## config.mk

```make
export PLATFORM = sky130hd
export DESIGN_NAME = fifo_wr_ctrl
export DESIGN_NICKNAME = d
export VERILOG_FILES = /design/src/rtl/fifo_wr_ctrl.sv
export SDC_FILE = /design/constraint.sdc
export NUM_CORES = 1
export LEC_CHECK = 0
export BUFFER_PORTS_ARGS = -buffer_cell sky130_fd_sc_hd__clkbuf_2
export CORE_MARGIN = 10
export CORE_UTILIZATION = 40
export DETAILED_ROUTE_END_ITERATION = 8
export MAX_ROUTING_LAYER = met4
export PLACE_DENSITY_LB_ADDON = 0.15
export SETUP_SLACK_MARGIN = 0.1
export SYNTH_ARGS = -nofsm -noshare
export SYNTH_HDL_FRONTEND = slang
export SYNTH_SLANG_ARGS = --single-unit
export TNS_END_PERCENT = 1
```

## constraint.sdc

```tcl
create_clock -name w_clk -period 11.1 [get_ports w_clk]
set_clock_uncertainty 0.15 [all_clocks]
set_input_delay 1.665 -clock w_clk [delete_from_list [all_inputs] [get_ports w_clk]]
set_output_delay 1.665 -clock w_clk [all_outputs]
set_load 0.005 [all_outputs]
```

## src/rtl/fifo_wr_ctrl.sv

```systemverilog
// fifo_wr_ctrl: write-side controller of the dual-clock FIFO (w_clk domain).
// Owns the binary/Gray write pointers, brings the read-domain Gray pointer
// across with a two-flop synchronizer and derives full, almost-full, level
// and a sticky overflow flag for the producer.  The full flag is computed
// against the synchronized (delayed) read pointer, so it can only be late to
// clear, never early.
module fifo_wr_ctrl #(
    parameter int ADDR_WIDTH = 10,
    parameter int AFULL_TH   = 1020
) (
    input  logic                  w_clk,
    input  logic                  rst_n,
    input  logic                  w_req,
    input  logic                  ovf_clr,
    input  logic [ADDR_WIDTH:0]   rptr_gray,
    output logic                  w_en,
    output logic [ADDR_WIDTH-1:0] w_addr,
    output logic [ADDR_WIDTH:0]   wptr_gray,
    output logic                  wfull,
    output logic                  walmost_full,
    output logic [ADDR_WIDTH:0]   w_level,
    output logic                  overflow
);

    localparam int AW = ADDR_WIDTH;
    localparam logic [AW:0] AFULL_TH_L = AFULL_TH[AW:0];

    // Gray to binary: each binary bit is the XOR of all Gray bits above and at it.
    function automatic logic [AW:0] gray2bin(input logic [AW:0] g);
        logic [AW:0] b;
        b[AW] = g[AW];
        for (int i = AW - 1; i >= 0; i--) begin
            b[i] = b[i+1] ^ g[i];
        end
        return b;
    endfunction

    logic [AW:0] r_wbin;
    logic [AW:0] r_wptr_gray;
    logic [AW:0] r_rq1;
    logic [AW:0] r_rq2;
    logic        r_wfull;
    logic        r_overflow;

    logic [AW:0] w_wbin_next;
    logic [AW:0] w_wgray_next;
    logic [AW:0] w_full_pattern;
    logic [AW:0] w_rq2_bin;
    logic        w_full_next;
    logic        w_ovf_evt;
    logic        w_wr;

    // Next-pointer, full-compare and level arithmetic.
    always_comb begin
        w_wr           = w_req & ~r_wfull;
        w_wbin_next    = r_wbin + {{AW{1'b0}}, w_wr};
        w_wgray_next   = w_wbin_next ^ (w_wbin_next >> 1);
        // Full when the write pointer is exactly one lap ahead: in Gray code
        // that means the two MSBs inverted and the rest equal.
        w_full_pattern = {~r_rq2[AW:AW-1], r_rq2[AW-2:0]};
        w_full_next    = (w_wgray_next == w_full_pattern);
        w_rq2_bin      = gray2bin(r_rq2);
        w_ovf_evt      = w_req & r_wfull;
    end

    // Write pointers in binary and Gray; Gray is registered so the read
    // domain only ever sees single-bit transitions.
    always_ff @(posedge w_clk or negedge rst_n) begin
        if (!rst_n) begin
            r_wbin      <= '0;
            r_wptr_gray <= '0;
        end else begin
            r_wbin      <= w_wbin_next;
            r_wptr_gray <= w_wgray_next;
        end
    end

    // Two-flop synchronizer for the read pointer; nothing between the stages.
    always_ff @(posedge w_clk or negedge rst_n) begin
        if (!rst_n) begin
            r_rq1 <= '0;
            r_rq2 <= '0;
        end else begin
            r_rq1 <= rptr_gray;
            r_rq2 <= r_rq1;
        end
    end

    // Registered full flag, asserted on the edge that consumes the last slot.
    always_ff @(posedge w_clk or negedge rst_n) begin
        if (!rst_n) begin
            r_wfull <= 1'b0;
        end else begin
            r_wfull <= w_full_next;
        end
    end

    // Sticky overflow; a new event wins over a simultaneous clear.
    always_ff @(posedge w_clk or negedge rst_n) begin
        if (!rst_n) begin
            r_overflow <= 1'b0;
        end else if (w_ovf_evt) begin
            r_overflow <= 1'b1;
        end else if (ovf_clr) begin
            r_overflow <= 1'b0;
        end
    end

    // Output mapping; level wraps modulo 2**(AW+1) so it stays correct
    // across pointer lap boundaries.
    always_comb begin
        w_en         = w_wr;
        w_addr       = r_wbin[AW-1:0];
        wptr_gray    = r_wptr_gray;
        wfull        = r_wfull;
        w_level      = r_wbin - w_rq2_bin;
        walmost_full = (w_level >= AFULL_TH_L);
        overflow     = r_overflow;
    end

endmodule

```

==> summary.txt <==
Run status
  • Status: complete, no violations

Logic synthesis
  • Post-synth EDFFs: 0
  • Syn Std Cell Area: 0.00225 mm^2
  • Ys flop type: dfrtp_1
  • Syn Area/Cell: 12.0 um^2
  • Post-Syn Instances: 187
  • Register bit total from synthesis: 45
  • Syn Nets: 215
  • Synth warn: 0
  • Share of synthesized registers carrying an async set or reset: 100%
  • Netlist cell types: 34
  • Post-synthesis sequential area ratio: 50.1%

Critical path
  • Worst r2r path cells: 10
  • Critical path cell sequence: xnor3_2 > xor2_2 > xnor3_2 > xor2_2 > xor2_2 > xor2_2 > xnor2_1 > ha_1 > fa_1 > nor2b_1 > o21a_1 > o21ai_0 > a21oi_1 > a311o_1 > and3_1 > a41o_1 > clkbuf_2
  • CP max-delay cell: dfrtp_1
  • Crit. End Element: output port
  • Required @ worst endpoint: 9.29 ns
  • CP max stage delay: 0.45 ns
  • Crit start category: flop
  • Crit Path Class: reg -> out
  • Worst R2R End: wfull
  • CP top delay family: XOR/XNOR gates
  • Reg-to-Reg Start: wfull
  • Crit Path Max Fanout: 5
  • CP arrival: 4.44 ns
  • CP most frequent cell: xor2_2
  • Buf/Inv on CP: 1
  • Reg2reg setup slack: 8.29 ns

Cells and area
  • Most frequent cells in the layout: clkbuf_2 (50), dfrtp_1 (45), xnor2_1 (22), xor2_1 (22), inv_1 (13)
  • Number of diodes: 0
  • Nets: 271
  • Layout Area Growth over Synthesis: 18.7%
  • Design area: 0.00267 mm^2
  • Layout cells sized above 1: 27.6%
  • Commonest non-fill, non-tap cell in the layout: clkbuf_2

STA
  • Relative slew slack: 28.3%
  • Final Critical Period: 6.25 ns
  • RSZ-0062 raised after global routing: false
  • Max Slew Vio Count: 0
  • Worst-Margin Slew: 1.08 ns
  • Final Cycle Share: 56.3%
  • Fmax achieved: 160 MHz
  • Hold Vio Cnt, Final: 0
  • Final setup vio count: 0
  • Setup TNS: 0 ns

Clock tree
  • # Post-CTS Setup Buffers: 0
  • Clock Pin Slew Worst Setup and Hold Paths: 0.08 ns
  • CTS Root Cell: clkbuf_8
  • Hold-fix buffers at CTS: 0
  • TritonCTS Buffers: 5
  • Clock Latency Late Sink: 0.29 ns
  • Post-CTS Resized: 0
  • Sink Count: 45
  • Clk buf depth: 2
  • CTS tree: built
  • Htree depth: 2

Global route
  • Total global routing overflow: 0
  • Largest net degree at the start of global routing: 46
  • Total track usage: 11.0%
  • Antenna violations before repair: 0
  • Vias in the first global route: 1548
  • First-pass GRT wire length: 7430 um

Power and ir drop
  • Maximum vdd drop: 0.135 mV
  • Leakage: 1.35 nW
  • Power Density: 262 mW/mm^2
  • Total power: 698 uW

Die
  • Die ar.: 0.00901 mm^2
  • Die X: 94.9 um
  • Rows: 27
  • Total core area: 0.00547 mm^2
  • Die Y-Extent: 94.9 um
  • IO Pins: 51
  • Initial Util: 41.0%

Route
  • Routed WL: 4520 um
  • Post-route ant nets: 0
  • Total iterations of the first detailed-routing run: 4
  • Initial DRC Count: 59
  • Residual DRC count: 0
  • Wire per inst: 14.3 um
  • Via density: 4.67
  • Vias post-DR: 1471

Place
  • Final HPWL DP: 3650 um
  • Dpl cell area: 0.00257 mm^2
  • Port Buffers: 50
  • Gp weighted congestion: 0.774

Worst hold path
  • Hold Crit Depth: 0
  • Worst hold start: r_rq1[0]
  • WHS Endpoint: r_rq2[0]
  • HP Class: reg -> reg

Run
  • Max Cap Violations: 0
## flip-flops by register name (all words and copies together), names as in the netlist
| name | count |
|---|---|
| r_rq1 | 11 |
| overflow | 1 |
| r_rq2 | 11 |
| wfull | 1 |
| r_wbin | 11 |
| wptr_gray | 10 |
## stage by stage
step	hold WS (ns)	worst slack [ns]	utilization, %	instances
floorplan	0.181	5.49	-	187
global placement	0.182	5.27	47.1	308
detailed placement	0.186	5.15	47.1	308
CTS	0.204	4.79	48.7	315
global route	0.208	4.56	48.7	315
finish	0.202	4.85	48.7	315
## layout make-up
class | count | area, um^2
fillers | 511 | 2810
flip-flops and latches | 45 | 1130
clock inverters | 1 | 7.51
well taps | 72 | 90.1
inverters | 13 | 48.8
clock buffers | 6 | 82.6
repair buffers | 50 | 250
multi-input cells | 128 | 1060
## cells in the mapped netlist, drive strengths merged (3+ instances only)
library cell | instances | share of area [%]
dfrtp | 45 | 50
xor2 | 26 | 11
xnor2 | 22 | 8.6
inv | 13 | 2.2
ha | 12 | 6.7
nor2 | 7 | 1.2
a21oi | 6 | 1.3
and3 | 5 | 1.4
nand2 | 5 | 0.84
nand3 | 4 | 0.89
nand4 | 4 | 1.1
o21a | 4 | 1.3
o21ai | 4 | 0.89
nand2b | 3 | 0.84
nor2b | 3 | 0.84
## cells by family after synthesis
logic type	after synthesis	synth area share, %
AO/OA/AOI/OAI	24	7.08
XOR/XNOR	50	22.2
adder cells (fa/ha/maj)	13	7.58
buffers and inverters	14	2.67
flip-flops	45	50.1
multiplexers	2	0.947
AND/OR/NAND/NOR	39	9.42
## routing by layer
layer | vias to the layer above | GRT usage (%) | wire length, um
met5 | - | - | 0
li1 | 732 | - | -
met1 | 698 | 14.1 | 2190
met4 | 0 | 4.11 | 28
met2 | 38 | 15.6 | 1990
met3 | 3 | 3.65 | 302
## worst max path at each step
stage               from           end  slack [ns]  cells after the start
2_1_floorplan  r_rq2[10]  walmost_full        5.49                     16
3_3_place_gp   r_rq2[10]  walmost_full        5.27                     17
3_5_place_dp   r_rq2[10]  walmost_full        5.15                     17
4_1_cts        r_rq2[10]  walmost_full        4.79                     17
5_1_grt        r_rq2[10]  walmost_full        4.56                     17
6_report       r_rq2[10]  walmost_full        4.85                     17
## report_power, final
part / internal [mW] / switching (mW) / total [mW]
clock network: 0.0492 / 0.0516 / 0.101
registers: 0.194 / 0.0271 / 0.221
logic: 0.180 / 0.196 / 0.377
(Power assumes the default switching activity.)
